File: src/rtl/loader_pkg.sv
// Shared types and constants for the instruction-memory program loader.
package loader_pkg;

  localparam int unsigned DEPTH_WORDS_DEFAULT = 64;

  typedef enum logic [2:0] {
    ST_IDLE,
    ST_HDR,
    ST_DATA,
    ST_WRITE,
    ST_CHK,
    ST_DONE
  } loader_state_t;

  localparam logic [1:0] LD_OK       = 2'd0;
  localparam logic [1:0] LD_ERR_CSUM = 2'd1;
  localparam logic [1:0] LD_ERR_LEN  = 2'd2;

endpackage

File: src/rtl/word_assembler.sv
// Packs a little-endian byte stream into 32-bit words and keeps a running XOR.
module word_assembler (
  input  logic        clk,
  input  logic        rst,
  input  logic        clear,
  input  logic        byte_valid,
  input  logic [7:0]  byte_in,
  output logic [31:0] word,
  output logic [7:0]  csum,
  output logic        word_full
);

  logic [1:0]  byte_idx_q, byte_idx_d;
  logic [31:0] word_q, word_d;
  logic [7:0]  csum_q, csum_d;

  always_comb begin
    byte_idx_d = byte_idx_q;
    word_d     = word_q;
    csum_d     = csum_q;
    if (clear) begin
      byte_idx_d = '0;
      word_d     = '0;
      csum_d     = '0;
    end else if (byte_valid) begin
      word_d[{byte_idx_q, 3'b000} +: 8] = byte_in;
      byte_idx_d = byte_idx_q + 2'd1;
      csum_d     = csum_q ^ byte_in;
    end
  end

  always_ff @(posedge clk or negedge rst) begin
    if (!rst) begin
      byte_idx_q <= '0;
      word_q     <= '0;
      csum_q     <= '0;
    end else begin
      byte_idx_q <= byte_idx_d;
      word_q     <= word_d;
      csum_q     <= csum_d;
    end
  end

  // Asserted in the cycle whose accepted byte completes the word.
  assign word_full = byte_valid && !clear && (byte_idx_q == 2'd3);
  assign word      = word_q;
  assign csum      = csum_q;

endmodule

File: src/rtl/program_loader.sv
// Framed byte-stream loader writing words into instruction memory while holding the core.
module program_loader
  import loader_pkg::*;
#(
  parameter int unsigned DEPTH_WORDS = DEPTH_WORDS_DEFAULT,
  parameter int unsigned ADDR_W      = 8
) (
  input  logic              clk,
  input  logic              rst,
  input  logic              start,
  input  logic              in_valid,
  input  logic [7:0]        in_data,
  output logic              in_ready,
  output logic              mem_we,
  output logic [ADDR_W-1:0] mem_addr,
  output logic [31:0]       mem_wdata,
  output logic              cpu_hold,
  output logic              busy,
  output logic              done,
  output logic [1:0]        err
);

  localparam int unsigned IDX_W = $clog2(DEPTH_WORDS) + 1;

  loader_state_t    state_q, state_d;
  logic [IDX_W-1:0] count_q, count_d;
  logic [IDX_W-1:0] word_idx_q, word_idx_d;
  logic [1:0]       err_q, err_d;

  logic        asm_clear;
  logic        asm_valid;
  logic [31:0] asm_word;
  logic [7:0]  asm_csum;
  logic        asm_word_full;

  word_assembler u_asm (
    .clk        (clk),
    .rst        (rst),
    .clear      (asm_clear),
    .byte_valid (asm_valid),
    .byte_in    (in_data),
    .word       (asm_word),
    .csum       (asm_csum),
    .word_full  (asm_word_full)
  );

  always_comb begin
    state_d    = state_q;
    count_d    = count_q;
    word_idx_d = word_idx_q;
    err_d      = err_q;
    asm_clear  = 1'b0;
    asm_valid  = 1'b0;
    case (state_q)
      ST_IDLE, ST_DONE: begin
        if (start) begin
          state_d    = ST_HDR;
          count_d    = '0;
          word_idx_d = '0;
          err_d      = LD_OK;
          asm_clear  = 1'b1;
        end
      end
      ST_HDR: begin
        if (in_valid) begin
          if (in_data == 8'd0) begin
            state_d = ST_CHK;
          end else if (in_data > 8'(DEPTH_WORDS)) begin
            state_d = ST_DONE;
            err_d   = LD_ERR_LEN;
          end else begin
            count_d = IDX_W'(in_data);
            state_d = ST_DATA;
          end
        end
      end
      ST_DATA: begin
        asm_valid = in_valid;
        if (asm_word_full) state_d = ST_WRITE;
      end
      ST_WRITE: begin
        word_idx_d = word_idx_q + 1'b1;
        state_d    = (word_idx_d == count_q) ? ST_CHK : ST_DATA;
      end
      ST_CHK: begin
        if (in_valid) begin
          err_d   = (in_data == asm_csum) ? LD_OK : LD_ERR_CSUM;
          state_d = ST_DONE;
        end
      end
      default: state_d = ST_IDLE;
    endcase
  end

  always_ff @(posedge clk or negedge rst) begin
    if (!rst) begin
      state_q    <= ST_IDLE;
      count_q    <= '0;
      word_idx_q <= '0;
      err_q      <= LD_OK;
    end else begin
      state_q    <= state_d;
      count_q    <= count_d;
      word_idx_q <= word_idx_d;
      err_q      <= err_d;
    end
  end

  // Every output is a decode of registered state, so in_ready never depends on in_valid.
  assign in_ready  = (state_q == ST_HDR) || (state_q == ST_DATA) || (state_q == ST_CHK);
  assign mem_we    = (state_q == ST_WRITE);
  assign mem_addr  = ADDR_W'({word_idx_q, 2'b00});
  assign mem_wdata = asm_word;
  assign busy      = (state_q == ST_HDR) || (state_q == ST_DATA) ||
                     (state_q == ST_WRITE) || (state_q == ST_CHK);
  assign done      = (state_q == ST_DONE);
  assign err       = err_q;
  assign cpu_hold  = busy || (done && (err_q != LD_OK));

endmodule
File: config.mk
export PLATFORM = sky130hd
export DESIGN_NAME = program_loader
export DESIGN_NICKNAME = d
export VERILOG_FILES = /design/src/rtl/loader_pkg.sv /design/src/rtl/word_assembler.sv /design/src/rtl/program_loader.sv
export SDC_FILE = /design/constraint.sdc
export NUM_CORES = 1
export LEC_CHECK = 0
export ABC_AREA = 0
export CORE_MARGIN = 3
export CORE_UTILIZATION = 30
export CTS_CLUSTER_SIZE = 30
export DETAILED_ROUTE_END_ITERATION = 7
export SLEW_MARGIN = 20
export SYNTH_ARGS = -nofsm -noshare
export SYNTH_HDL_FRONTEND = slang
export SYNTH_SLANG_ARGS = --single-unit
File: constraint.sdc
create_clock -name clk -period 3.3 [get_ports clk]
set_input_delay 0.33 -clock clk [delete_from_list [all_inputs] [get_ports clk]]
set_output_delay 0.33 -clock clk [all_outputs]
set_load 0.03 [all_outputs]
# Word level (Yosys, flattened, before mapping)
# Cells that the tools add are included.
totals:
  ff_bits: 61
  input_bits: 12
  elab_cells: 81
classes:
  bitwise_logic: 1
  n_shift: 2
  n_addsub: 3
  n_lt_le_gt_ge: 1
  reduce_logical: 21
  n_mux: 31
  eq_ne: 15
op_table:
  columns: ["operator", "count"]
  rows:
  - ["2-to-1 mux 32 bit", 2]
  - ["bitwise mux 32 bit", 1]
  - ["variable shift 8 x 7 -> 32 bit (first input constant)", 1]
  - ["indexed part select 8 x 7 -> 32 bit", 1]
  - ["2-to-1 mux 7 bit", 4]
  - ["one-hot mux 7 bit (2 select lines)", 2]
  - ["2-to-1 mux 3 bit", 7]
  - ["2-to-1 mux 8 bit", 2]
  - ["one-hot mux 3 bit (5 select lines)", 1]
  - ["2-to-1 mux 2 bit", 7]
  - ["!= test 2 bit (second input constant)", 7]
  - ["== test 8 bit", 1]
  - ["greater-than comparator 8 x 7 -> 1 bit (second input constant)", 1]
  - ["logical NOT 8 bit", 1]
  - ["nonzero test 2 bit", 4]
  - ["XOR 8 bit", 1]
  - ["adder 7 x 1 -> 7 bit (second input constant)", 1]
  - ["== test 7 bit", 1]
  - ["negation 5 -> 7 bit", 1]
  - ["== test 3 x 2 -> 1 bit (second input constant)", 2]
  - ["== test 3 bit (second input constant)", 2]
  - ["one-hot mux 2 bit (3 select lines)", 1]
  - ["AND reduction 6 bit", 1]
  - ["logical OR 1 bit", 5]
  - ["other kinds (12)", 17]

# Logic depth before layout (Yosys ltp)
# Gate-level depths: netlist of run 1.
logic_depth:
  depth_word: 8
  mapped_depth: 7
  ltp_nobuf: 6

# Modules after synthesis
# A second synthesis of run 1 with hierarchy kept.
hier_totals:
  hier_cells: 312
  hier_area_um2: 3245.6
by_module_without_submodules:
  columns: ["module", "seq_area_each_um2", "cells_each", "instances", "area_per_inst_um2"]
  rows:
  - ["word_assembler", 1051.0, 161, 1, 1928.1]
  - ["program_loader", 475.5, 151, 1, 1317.5]

# Worst setup path before layout of run 1
# OpenSTA, ideal clock, no wires.
synth_timing:
  kind: "reg2reg"
  startpoint: "register word_idx_q[0]"
  endpoint: "register state_q[2]"
  synth_period_minus_slack_ps: 2081
  arrival_ps: 2001
  path_buffers: 1
  stages_incl_launch_ff: 8
  required_time_ps: 3220
  setup_slack_ps: 1219
  path_cell_list: "dfrtp_1 > ha_1 > and3_1 > buf_6 > a31o_1 > a2111oi_2 > or4b_1 > o211ai_2"
synth_between:
  elab_chain_cells: 4
synth_rtl:
  columns: ["item", "line_no", "text"]
  rows:
  - ["from (decl)", "program_loader.sv:27", "logic [IDX_W-1:0] word_idx_q, word_idx_d;"]
  - ["from (signal assigned)", "program_loader.sv:104", "word_idx_q <= word_idx_d;"]
  - ["adder 7 x 1 -> 7 bit", "program_loader.sv:82", "word_idx_d = word_idx_q + 1'b1;"]
  - ["== test 7 bit", "program_loader.sv:83", "state_d = (word_idx_d == count_q) ? ST_CHK : ST_DATA;"]
  - ["2-to-1 mux 3 bit", "program_loader.sv:83", null]
  - ["one-hot mux 3 bit (5 select lines)", "program_loader.sv:54", "case (state_q)"]
  - ["to (signal assigned)", "program_loader.sv:102", "state_q <= state_d;"]
  - ["to (decl)", "program_loader.sv:25", "loader_state_t state_q, state_d;"]
# Every way passes these cells.
# A chain may end at the register's enable or synchronous reset.

# Final worst setup path of run 1
layout_timing:
  startpoint: "register state_q[2]"
  endpoint: "output port mem_we"
layout_between:
  elab_chain_cells: 1
layout_rtl:
  columns: ["item", "line_no", "text"]
  rows:
  - ["== test 3 x 2 -> 1 bit", "program_loader.sv:111", "assign mem_we = (state_q == ST_WRITE);"]
  - ["to (decl)", "program_loader.sv:14", "output logic mem_we,"]
# Every way passes these cells.

==> run_results.csv, run 1 <==
group,metric,value,unit
clock_network,ctsResizeCount,0,
power,comb_power_share,41.0,%
die,dieArea,0.01182,mm²
logic_synthesis,netlist_area,0.003166,mm²
clock_network,cts_setup_buffers,0,
logic_synthesis,synth_seq_area_share,48.22,%
setup_path,critPathRequiredTime,2.97,ns
placement,place_area,0.003797,mm²
grt,grt_pass1_vias,2332,
setup_path,r2r_setup_slack,0.86,ns
die,initial_core_util,31.66,%
grt,grt_pass1_wl,12650,µm
logic_synthesis,synth-seq-cells,61,
outcome,status,"completed",
grt,grt_max_degree,33,
power,internal_power,1.792,mW
clock_network,cts_tree,"done",
job,max-cap-violations,0,
clock_network,htreeDepth,3,
setup_path,critPathBufInv,3,
logic_synthesis,async_flop_share,100.0,%
grt,track_usage,13.97,%
logic_synthesis,synth_top_area_share,48.22,%
detailed_routing,vias,2404,
logic_synthesis,synth_compound_area_share,19.01,%
final_layout,final_nets,371,
setup_path,cp_cell_sequence,"nand3b_1, buf_4, inv_1, clkdlybuf4s50_1",
setup_path,reg2regPathDepth,5,
die,coreArea,0.01000,mm²
setup_path,reg2reg_to,"u_asm.word[4]",
setup_path,endpoint_kind,"output pin",
detailed_routing,drt_iter0_drc,116,
timing,setup_tns,0,ns
setup_path,crit_slowest_cell,"clkdlybuf4s50_1",
setup_path,arrival,2.16,ns
power,clockPowerShare,23.8,%
placement,io_buffers,56,
timing,rsz0062_at_grt,"false",
clock_network,clkSinkCount,61,
timing,fin_skew,0.009917,ns
die,rows,36,
logic_synthesis,synth_area_leaders,"dfrtp_1 48%, a22o_1 9.1%, xor2_1 4.2%, o21ai_0 4.0%, nand2_1 3.8%",
grt,grt-ovfl-total,0,
timing,fmax,402.4,MHz
detailed_routing,drc,0,
timing,maxSlewViolCount,0,
detailed_routing,routed_via_density,4.896,
clock_network,clock_path_buffers,2,
power,power_leakage,1.798,nW
die,dieWidth,108.7,µm
detailed_routing,ant_nets,0,
logic_synthesis,ys.flop_type,"dfrtp_1",
logic_synthesis,synth.top_cells.by_count,"61 x dfrtp_1, 33 x a22o_1, 32 x nand2_1",
power,vdd_ir_drop_max,0.2151,mV
setup_path,endpoint,"mem_we",
power,sw_frac_of_total,38.98,%
logic_synthesis,synth_fa_ha_area_share,2.372,%
setup_path,path_max_fanout,15,
placement,place_congestion,0.8027,
setup_path,cp.depth,4,
detailed_routing,wl,7811,µm
die,ios,59,
timing,relSlewSlack,44.24,%
clock_network,hold_buffers,0,
timing,fin_crit_sh,75.31,%
timing,period_minus_slack,2.485,ns
final_layout,final_design_area_no_fill,0.004014,mm²
power,seqPwrFrac,35.2,%
setup_path,start_kind,"flip-flop",
setup_path,worstReg2RegStart,"state_q[2]",
final_layout,drive_above_1_share,10.89,%
final_layout,area_growth,26.80,%
logic_synthesis,yosysMostFrequentCell,"dfrtp_1",
grt,antenna_found_initial,0,
logic_synthesis,synth_mux_area_share,3.636,%
setup_path,timing_worst_setup_path_type,"reg -> out",
power,p_total,2.937,mW
logic_synthesis,yosys.area_share.simple,13.24,%
placement,hpwl,5545,µm
clock_network,insertion_delay,0.34,ns
hold_path,worstHoldPathType,"in -> async",
timing,hold_viol,0,
setup_path,crit_family,"buffers and inverters",
timing,setup-violations-final,0,
die,die_h,108.7,µm
detailed_routing,dr.pass1.iters,5,
logic_synthesis,synth_edf_count,0,
logic_synthesis,syn_avg_cell_area,10.45,µm²
setup_path,critical_path.max_stage_delay,0.69,ns
logic_synthesis,synth_xor_area_share,6.640,%
setup_path,crit_start,"state_q[2]",
clock_network,cts-root-buf,"clkbuf_8",
logic_synthesis,synth_cell_types,48,
final_layout,antennaDiodeCount,0,
logic_synthesis,synth_cells,303,
clock_network,clk_pin_slew_worst_paths,0.07,ns
clock_network,cts_buffers,9,
detailed_routing,post_drt_wl_per_cell,15.91,µm
logic_synthesis,yosysTopAreaCell,"dfrtp_1",
logic_synthesis,yosysWarnings,0,
timing,worstMarginPinSlew,0.8327,ns
power,powerDensity,731.6,mW/mm²
power,p_switching,1.145,mW
logic_synthesis,synth_top_family_by_area,"compound AO/OA/AOI/OAI gates",
-- layout make-up --
class / count / area, µm²
clock inverters: 3 / 42.54
inverters: 10 / 37.54
fillers: 984 / 5986
repair buffers: 67 / 638.1
well taps: 133 / 166.4
multi-input cells: 204 / 1434
flip-flops and latches: 61 / 1526
clock buffers: 13 / 168.9
-- state kept, by name, summed over array words and instances (netlist names) --
signal / flops
count_q: 7
err: 2
state_q: 3
u_asm.byte_idx_q: 2
u_asm.csum: 8
u_asm.word: 32
word_idx_q: 7
-- cell usage in the layout, fill, tap and decap left out, types with 9 or more instances in the layout --
master	synthesis	routed
nor2_1	17	17
clkbuf_8	1	12
o21ai_0	25	25
clkdlybuf4s50_1	0	55
xnor2_1	9	9
a22o_1	33	33
xor2_1	15	15
nand2_1	32	32
inv_1	10	10
dfrtp_1	61	61
buf_4	9	11
-- power groups by stage --
stage               logic [mW]  registers [mW]  clock network, mW
floorplan                0.814            1.07                  0
global placement          1.19            1.05                  0
detailed placement        1.21            1.05                  0
CTS                       1.21            1.03              0.715
global route              1.32            1.06              0.754
finish                    1.20            1.03              0.699
-- metrics by stage --
stage / cells / util [%] / hold slack, ns / worst slack [ns]
6_report: 491 / 40.14 / 0.05412 / 0.8148
5_1_grt: 491 / 40.14 / 0.09236 / 0.6474
3_5_place_dp: 475 / 37.98 / 0.4310 / 0.8032
4_1_cts: 491 / 40.09 / 0.06490 / 0.8223
3_3_place_gp: 475 / 37.98 / 0.4306 / 0.8285
2_1_floorplan: 304 / - / 0.03441 / 1.219
-- layer usage --
metal	global-route usage, %	vias up	wire (µm)	part of all wire [%]
li1	-	1171	-	-
met1	20.13	1157	3757	48
met2	20.61	70	3568	46
met3	2.960	6	415	5.3
met4	5.050	0	70	0.90
met5	0	-	0	0
-- cells by family (layout without fill, tap and decap cells) --
logic type,after synthesis,count (layout)
compound gates,83,83
simple gates,78,78
flops,61,61
buf+inv,39,93
xor+xnor,24,24
mux,11,11
fa+ha+maj,6,6
other cells,1,2
-- worst min-delay path by stage --
stage / start / to / slack (ns) / cells past startpoint
after floorplan: rst / count_q[0] / 0.03 / 0
after global placement: rst / u_asm.word[31] / 0.43 / 1
after detailed placement: rst / u_asm.word[6] / 0.43 / 1
after CTS: rst / u_asm.word[2] / 0.06 / 1
after global routing: rst / u_asm.word[5] / 0.09 / 1
final: rst / u_asm.word[5] / 0.05 / 1
Power figures use the tool's default switching activity.
==> inputs of run 2 (changes only) <==
==> constraint.sdc (replaced) <==
create_clock -name clk -period 2.2 [get_ports clk]
set_input_delay 0.22 -clock clk [delete_from_list [all_inputs] [get_ports clk]]
set_output_delay 0.22 -clock clk [all_outputs]
set_load 0.03 [all_outputs]
==> run 2 against run 1 <==
Count of clock-buffer cells in the layout shrank 2. Register-to-register slack lost 0.79 ns. Sequential power grew 50%. Total power grew 54%.
==> run_results.csv, run 2 (synthesis gave the netlist of run 1 again) <==
group,metric,value,unit
final_layout,largest_reg_flops,32,
placement,place_area,0.003960,mm²
power,powerDensity,1088,mW/mm²
setup_path,path_max_fanout,5,
final_layout,final_nets,392,
timing,maxSlewViolCount,0,
setup_path,crit_start,"word_idx_q[1]",
die,coreArea,0.01000,mm²
setup_path,arrival,2.38,ns
timing,worstMarginPinSlew,0.5643,ns
power,power_leakage,1.910,nW
job,max-cap-violations,0,
grt,grt_pass1_vias,2562,
final_layout,drive_above_1_share,15.87,%
final_layout,layout.cells.most_common,"dfrtp_1",
setup_path,start_kind,"flip-flop",
final_layout,fillers,979,
placement,io_buffers,56,
placement,place_ws,-0.06468,ns
power,p_total,4.534,mW
detailed_routing,routed_via_density,4.886,
detailed_routing,post_drt_wl_per_cell,15.95,µm
timing,holdWs,0.4165,ns
power,internal_power,2.763,mW
final_layout,final_design_area_no_fill,0.004169,mm²
placement,place_congestion,0.7979,
power,seqPwrFrac,34.3,%
timing,fmax,468.9,MHz
detailed_routing,drc,0,
detailed_routing,wl,8148,µm
clock_network,clk_pin_slew_worst_paths,0.07,ns
timing,relSlewSlack,62.38,%
timing,period_minus_slack,2.133,ns
final_layout,area_growth,31.70,%
timing,setup-violations-final,0,
setup_path,endpoint_kind,"flip-flop",
clock_network,cts-root-buf,"clkbuf_8",
timing,fin_ws,0.06740,ns
die,rows,36,
die,dieWidth,108.7,µm
detailed_routing,dr.pass1.iters,4,
setup_path,critPathRequiredTime,2.45,ns
clock_network,cts_buffers,9,
die,ios,59,
grt,grt-ovfl-total,0,
grt,grt_max_degree,38,
timing,rsz0062_at_grt,"true",
grt,track_usage,14.67,%
final_layout,antennaDiodeCount,0,
outcome,status,"completed",
clock_network,clkSinkCount,61,
detailed_routing,vias,2497,
detailed_routing,drt_iter0_drc,172,
die,initial_core_util,31.66,%
clock_network,insertion_delay,0.33,ns
power,sw_frac_of_total,39.07,%
grt,grt_pass1_wl,13370,µm
clock_network,cts_tree,"done",
timing,fin_crit_sh,96.94,%
die,dieArea,0.01182,mm²
power,clockPowerShare,21.7,%
power,comb_power_share,44.1,%
placement,hpwl,5912,µm
power,p_switching,1.771,mW
setup_path,worstReg2RegStart,"word_idx_q[1]",
timing,fin_skew,0.007410,ns
final_layout,layout_common_cells,"59 x dfrtp_1, 53 x clkdlybuf4s50_1, 33 x a22o_1, 32 x nand2_1, 30 x buf_4",
timing,hold_viol,0,
clock_network,clock_path_buffers,2,
grt,antenna_found_initial,0,
clock_network,cts_setup_buffers,0,
detailed_routing,ant_nets,0,
die,die_h,108.7,µm
setup_path,timing_worst_setup_path_type,"reg -> reg",
hold_path,worstHoldPathType,"in -> async",
power,vdd_ir_drop_max,0.3528,mV
clock_network,htreeDepth,3,
[run 2: power groups by stage]
stage / registers, mW / logic (mW) / clock network (mW)
detailed placement: 1.57 / 2.00 / 0
global placement: 1.56 / 1.97 / 0
global route: 1.59 / 2.18 / 1.05
finish: 1.55 / 2.00 / 0.983
floorplan: 1.60 / 1.22 / 0
CTS: 1.55 / 2.01 / 1.00
[run 2: worst paths after layout]
path / slack, ns / endpoint / cells after the start
setup / recovery: 0.07 / state_q[2] / 6
hold / removal: 0.42 / u_asm.word[2] / 2
setup reg to reg: 0.07 / state_q[2] / 6
hold reg to reg: 0.50 / u_asm.word[30] / 1
max in group asynchronous: 1.17 / state_q[0] / 3
min in group clk: 0.50 / u_asm.word[30] / 1
[run 2: final cells by class]
| class | count | area, µm² | area share, % |
|---|---|---|---|
| clock inverter | 4 | 48.80 | 1.170 |
| multi-input combinational | 204 | 1430 | 34.30 |
| tap | 133 | 166.4 | 3.992 |
| sequential | 61 | 1529 | 36.67 |
| inverter | 10 | 37.54 | 0.9004 |
| timing repair buffer | 88 | 815.8 | 19.57 |
| clock buffer | 11 | 141.4 | 3.391 |
[run 2: per-stage QoR]
stage	std cells	utilization [%]	setup TNS, ns
floorplan	304	-	0
global placement	495	39.60	-0.002493
detailed placement	495	39.60	-0.3336
CTS	511	41.63	0
global route	511	41.69	-0.05960
finish	511	41.69	0
[run 2: critical path: stages, from the launching register on]
cell and delay [ns]:
dfrtp_1 0.43, ha_1 0.22, and3_2 0.22, a31o_1 0.23
a2111oi_2 0.33, or4b_1 0.53, o211ai_2 0.10
[run 2: routing by layer]
layer / up-vias / share of wire, % / GRT usage (%)
li1: 1211 / - / -
met4: 0 / 0.65 / 4.328
met2: 71 / 47 / 23.43
met5: - / 0 / 0
met3: 4 / 4.7 / 2.724
met1: 1211 / 48 / 20.31
[run 2: timing repair]
item | 4_1_cts | 5_1_grt
resized for setup | 2 | 3
endpoints found under the setup margin | 3 | 3
hold endpoints to repair | 24 | 0
hold buffers | 1 | 0
